File: config.mk
export PLATFORM = sky130hd
export DESIGN_NAME = fifo_burst_reader
export DESIGN_NICKNAME = d
export VERILOG_FILES = /design/src/rtl/fifo_burst_reader.sv
export SDC_FILE = /design/constraint.sdc
export NUM_CORES = 1
export LEC_CHECK = 0
export BUFFER_PORTS_ARGS = -buffer_cell sky130_fd_sc_hd__clkbuf_2
export CORE_UTILIZATION = 30
export DETAILED_ROUTE_END_ITERATION = 6
export GPL_ROUTABILITY_DRIVEN = 0
export PLACE_DENSITY = 0.44
export SLEW_MARGIN = 20
export SYNTH_ARGS = -nofsm -noshare
export SYNTH_HDL_FRONTEND = slang
export SYNTH_SLANG_ARGS = --single-unit
File: constraint.sdc
create_clock -name clk -period 4.1 [get_ports clk]
set_clock_uncertainty 0.1 [all_clocks]
set_input_delay 0.615 -clock clk [delete_from_list [all_inputs] [get_ports clk]]
set_output_delay 0.615 -clock clk [all_outputs]
set_load 0.05 [all_outputs]
File: src/rtl/fifo_burst_reader.sv
// rtl/fifo_burst_reader.sv - drains a sync FIFO in framed bursts onto a valid/ready stream
// Optional statistics outputs (burst_cnt, partial_cnt) are enabled by defining FIFO_BURST_STATS_EN.
module fifo_burst_reader #(
  parameter int DATA_WIDTH = 16,
  parameter int ADDR_BITS  = 10,
  parameter int BURST_LEN  = 64,
  parameter int TIMEOUT    = 255
) (
  input  logic                  clk,
  input  logic                  rst,
  input  logic [DATA_WIDTH-1:0] fifo_data,
  input  logic                  fifo_empty,
  input  logic [ADDR_BITS-1:0]  fifo_usedw,
  output logic                  fifo_rdreq,
  output logic [DATA_WIDTH-1:0] out_data,
  output logic                  out_valid,
  input  logic                  out_ready,
  output logic                  out_sop,
  output logic                  out_eop,
`ifdef FIFO_BURST_STATS_EN
  output logic [15:0]           burst_cnt,
  output logic [15:0]           partial_cnt,
`endif
  output logic                  busy
);

  localparam int TW = (TIMEOUT > 1) ? $clog2(TIMEOUT + 1) : 1;
  localparam logic [ADDR_BITS-1:0] BURST_LEN_C  = ADDR_BITS'(BURST_LEN);
  localparam logic [ADDR_BITS-1:0] ONE_C        = ADDR_BITS'(1);
  localparam logic [TW-1:0]        TIMEOUT_LAST = TW'(TIMEOUT - 1);

  typedef enum logic [1:0] {S_IDLE, S_BURST, S_DRAIN} state_t;

  state_t                 state_q, state_d;
  logic [TW-1:0]          timer_q, timer_d;
  logic [ADDR_BITS-1:0]   burst_len_q, burst_len_d;
  logic [ADDR_BITS-1:0]   issued_q, issued_d;
  logic [ADDR_BITS-1:0]   sent_q, sent_d;
  logic                   inflight_q;
  logic [DATA_WIDTH-1:0]  buf_mem_q [2];
  logic                   buf_head_q;
  logic [1:0]             buf_cnt_q, buf_cnt_d;

  logic       pop, push, buf_pop, buf_tail;
  logic [1:0] pending;

  // An empty buffer lets the word arriving from the FIFO bypass straight to the output.
  always_comb begin
    out_valid = (buf_cnt_q != 2'd0) || inflight_q;
    out_data  = '0;
    if (buf_cnt_q != 2'd0) begin
      out_data = buf_mem_q[buf_head_q];
    end else if (inflight_q) begin
      out_data = fifo_data;
    end
    out_sop   = out_valid && (sent_q == '0);
    out_eop   = out_valid && (sent_q == burst_len_q - ONE_C);
    pop       = out_valid && out_ready;
    push      = inflight_q && !((buf_cnt_q == 2'd0) && pop);
    buf_pop   = pop && (buf_cnt_q != 2'd0);
    buf_tail  = buf_head_q ^ buf_cnt_q[0];
    buf_cnt_d = buf_cnt_q + {1'b0, push} - {1'b0, buf_pop};
    pending   = buf_cnt_q + {1'b0, inflight_q};
    busy      = (state_q != S_IDLE);
  end

  always_comb begin
    fifo_rdreq = (state_q == S_BURST) && !fifo_empty &&
                 (issued_q < burst_len_q) && (pending < 2'd2);
  end

  always_comb begin
    state_d     = state_q;
    timer_d     = timer_q;
    burst_len_d = burst_len_q;
    issued_d    = issued_q;
    sent_d      = sent_q + ADDR_BITS'(pop);
    case (state_q)
      S_IDLE: begin
        burst_len_d = '0;
        issued_d    = '0;
        sent_d      = '0;
        if (fifo_usedw >= BURST_LEN_C) begin
          state_d     = S_BURST;
          burst_len_d = BURST_LEN_C;
          timer_d     = '0;
        end else if (fifo_empty) begin
          timer_d = '0;
        end else if (TIMEOUT != 0) begin
          if (timer_q == TIMEOUT_LAST) begin
            state_d     = S_BURST;
            burst_len_d = fifo_usedw;
            timer_d     = '0;
          end else begin
            timer_d = timer_q + TW'(1);
          end
        end
      end
      S_BURST: begin
        issued_d = issued_q + ADDR_BITS'(fifo_rdreq);
        if (issued_d == burst_len_q) begin
          state_d = S_DRAIN;
        end
      end
      S_DRAIN: begin
        if ((sent_q == burst_len_q) && (buf_cnt_q == 2'd0) && !inflight_q) begin
          state_d = S_IDLE;
        end
      end
      default: state_d = S_IDLE;
    endcase
  end

  always_ff @(posedge clk or negedge rst) begin
    if (!rst) begin
      state_q      <= S_IDLE;
      timer_q      <= '0;
      burst_len_q  <= '0;
      issued_q     <= '0;
      sent_q       <= '0;
      inflight_q   <= 1'b0;
      buf_mem_q[0] <= '0;
      buf_mem_q[1] <= '0;
      buf_head_q   <= 1'b0;
      buf_cnt_q    <= 2'd0;
    end else begin
      state_q     <= state_d;
      timer_q     <= timer_d;
      burst_len_q <= burst_len_d;
      issued_q    <= issued_d;
      sent_q      <= sent_d;
      inflight_q  <= fifo_rdreq;
      buf_cnt_q   <= buf_cnt_d;
      if (push) begin
        buf_mem_q[buf_tail] <= fifo_data;
      end
      if (buf_pop) begin
        buf_head_q <= ~buf_head_q;
      end
    end
  end

`ifdef FIFO_BURST_STATS_EN
  logic        partial_q;
  logic [15:0] burst_cnt_q, partial_cnt_q;

  always_ff @(posedge clk or negedge rst) begin
    if (!rst) begin
      partial_q     <= 1'b0;
      burst_cnt_q   <= '0;
      partial_cnt_q <= '0;
    end else begin
      if ((state_q == S_IDLE) && (state_d == S_BURST)) begin
        partial_q <= (fifo_usedw < BURST_LEN_C);
      end
      if (pop && out_eop) begin
        if (burst_cnt_q != 16'hFFFF) begin
          burst_cnt_q <= burst_cnt_q + 16'd1;
        end
        if (partial_q && (partial_cnt_q != 16'hFFFF)) begin
          partial_cnt_q <= partial_cnt_q + 16'd1;
        end
      end
    end
  end

  assign burst_cnt   = burst_cnt_q;
  assign partial_cnt = partial_cnt_q;
`endif

endmodule

==> qor.yml <==
timing:
  setup_viol: 0
  finalMaxSlewViolations: 0
  finalSetupTns_ns: 0
  worst_hold_slack_ns: 0.195
  post-route-period-util_pct: 86.7
  hold_viol_final: 0
  relSlewSlack_pct: 26.8
  worst_pin_slew_ns: 1.10
  rsz0062_at_grt: "no"
  fin_ws_ns: 0.547
  clock.fmax_ghz: 0.281
  period_needed_ns: 3.55
clocking:
  clk_pin_slew_ns: 0.06
  insertion_delay_ns: 0.34
  root_buffer: "clkbuf_16"
  max-clock-path-buffers: 2
  cts_resized: 0
  cts.sinks: 76
  cts_buffers: 9
  tritoncts: "yes"
  htreeDepth: 3
  hold_buffers: 0
  cts_setup_buffers: 0
logic_synthesis:
  yosys.area.top_type: "dfrtp_1"
  syn_avg_cell_area_um2: 9.74
  syn_area_um2: 4450
  synth_nets: 505
  synthFlopType: "dfrtp_1"
  ys_ff_latch: 76
  synth_top_area_share_pct: 42.7
  synth_edf_count: 0
  postSynthCellCount: 457
  yosysWarnings: 0
  synth_area_leaders: "dfrtp_1, mux2_1, ha_1"
  yosys-top-cells-count: "dfrtp_1, o21ai_0, nand3_1"
  synth_cell_types: 51
  ys_seq_area_share_pct: 42.7
  yosysMostFrequentCell: "dfrtp_1"
  ys_async_sr_fraction_pct: 100
worst_setup_path:
  cp_max_fo: 9
  reg2reg_depth: 14
  worstPathArrival_ns: 3.68
  r2r_setup_slack_ns: 0.55
  worst_r2r_startpoint: "burst_len_q[2]$_DFFE_PN0P_"
  required_ns: 4.23
  end_kind: "register"
  startpoint_type: "register"
  critPathKind: "register to register"
  r2r_end: "state_q[0]$_DFFE_PN0P_"
routing:
  routed-wl-met3_um: 509
  m1WireLength_um: 4910
  wl_per_cell_um: 15.5
  drc: 0
  final_antenna_net_count: 0
  routed_wl_um: 10700
  drtPass1Iterations: 4
  top_layer_used: "met4"
  dr_wl_met2_um: 5130
  via_count: 3425
  via_per_inst: 4.97
  drtIter0Drc: 166
power:
  power.leakage_uw: 0.00235
  p_int_uw: 2110
  switchingPower_uw: 1730
  power.density_nw_per_um2: 740
  seq_power_share_pct: 32.7
  combPwrFrac_pct: 46.0
  ir_drop_uv: 275
  switching_share_pct: 45.0
  pwr-share-clk_pct: 21.4
grt:
  grt-ovfl-total: 0
  antenna_found_initial: 0
  grt.total_usage_pct: 15.3
  grt_pass1_vias: 3488
  grt_pass1_wl_um: 17600
  grt_max_degree: 77
placed_design:
  dpl_worst_slack_ns: 0.493
  port-buffer-count: 50
  dpl.hpwl_um: 7280
run_status:
  status: "completed"
worst_hold_path:
  hold_path_class: "input port to async pin"
final_layout:
  syn_to_final_growth_pct: 16.4
  drive_above_1_share_pct: 17.2
  n_antenna_cell: 0
  utilization_pct: 35.8
  layout.nets: 548
floorplan:
  fp.dieH_um: 124
  core_um2: 14500
  row_count: 44
  io_pins: 51
  die_area_um2: 15300
  die_w_um: 124
  start_util_pct: 30.7
job:
  maxCapViolCount: 0
==> placed cells by master (no fill, tap or decap), drive strengths merged, types with 7 or more instances in the layout <==
cell    count
a21oi       7
and3        8
buf         8
clkbuf     59
dfrtp      76
ha         18
inv        17
mux2       33
mux2i      17
nand2      31
nand3      34
nand4       7
nor2       23
nor2b       9
nor3        7
o21ai      50
xnor2      18
xor2       22
==> cells by family after synthesis <==
logic type | after synthesis | synth area share, %
AO/OA/AOI/OAI | 84 | 11.2
XOR/XNOR | 40 | 7.87
adder cells (fa/ha/maj) | 18 | 5.06
buffers and inverters | 42 | 4.02
flip-flops | 76 | 42.7
multiplexers | 50 | 12.2
AND/OR/NAND/NOR | 147 | 16.9
==> power by group through the flow <==
stage                     clock, uW  combinational [uW]  sequential (uW)
final                           820                1760             1250
after global routing            869                1950             1300
after CTS                       846                1790             1260
after detailed placement          0                1790             1270
after global placement            0                1770             1260
after floorplan                   0                1480             1130
==> worst max-delay path, stage by stage (launching register included) <==
cell and delay (ns):
dfrtp_1 0.51, inv_1 0.10, ha_1 0.28, a21boi_0 0.16, o21ai_0 0.09, a21oi_1 0.22
o21ai_2 0.11, ha_1 0.24, ha_1 0.29, nor2b_1 0.18, or3_1 0.31, a31o_1 0.21
nor4_1 0.31, nand4_1 0.14, and3b_1 0.19
==> area by class of cell <==
| type | count | area [um2] |
|---|---|---|
| fill | 1446 | 9300 |
| inverter | 17 | 63.8 |
| sequential | 76 | 1900 |
| clock inverter | 6 | 62.6 |
| timing repair buffer | 57 | 309 |
| tap | 184 | 230 |
| clock buffer | 10 | 239 |
| multi-input combinational | 339 | 2380 |
==> metal layers <==
layer	vias up	GRT usage, %
met5	-	0
met4	0	4.97
met3	11	4.17
met2	68	26.1
met1	1647	18.6
li1	1699	-
==> worst max-delay path by stage <==
stage / startpoint / to / slack [ns] / cells past startpoint
3_3_place_gp: fifo_empty / state_q[0]$_DFFE_PN0P_ / 0.58 / 12
6_report: burst_len_q[2]$_DFFE_PN0P_ / state_q[0]$_DFFE_PN0P_ / 0.55 / 14
4_1_cts: burst_len_q[2]$_DFFE_PN0P_ / state_q[0]$_DFFE_PN0P_ / 0.53 / 14
3_5_place_dp: fifo_empty / state_q[0]$_DFFE_PN0P_ / 0.49 / 12
5_1_grt: buf_cnt_q[0]$_DFF_PN0_ / state_q[0]$_DFFE_PN0P_ / 0.11 / 12
2_1_floorplan: state_q[1]$_DFFE_PN0P_ / state_q[0]$_DFFE_PN0P_ / 0.26 / 14
==> state kept, by name, indices dropped and copies added, names as in the netlist <==
register     cells
buf_cnt_q        2
burst_len_q     10
buf_head_q       1
issued_q        10
timer_q          8
state_q          2
sent_q          10
inflight_q       1
buf_mem_q       32
==> per-stage QoR <==
step                      power [uW]  instances  instance area, um2
after detailed placement        3060        673                4880
after global routing            4120        689                5180
after floorplan                 2610        457                4460
after global placement          3030        673                4880
after CTS                       3890        689                5180
final                           3840        689                5180
No activity file was read; power rests on OpenSTA's default activity.
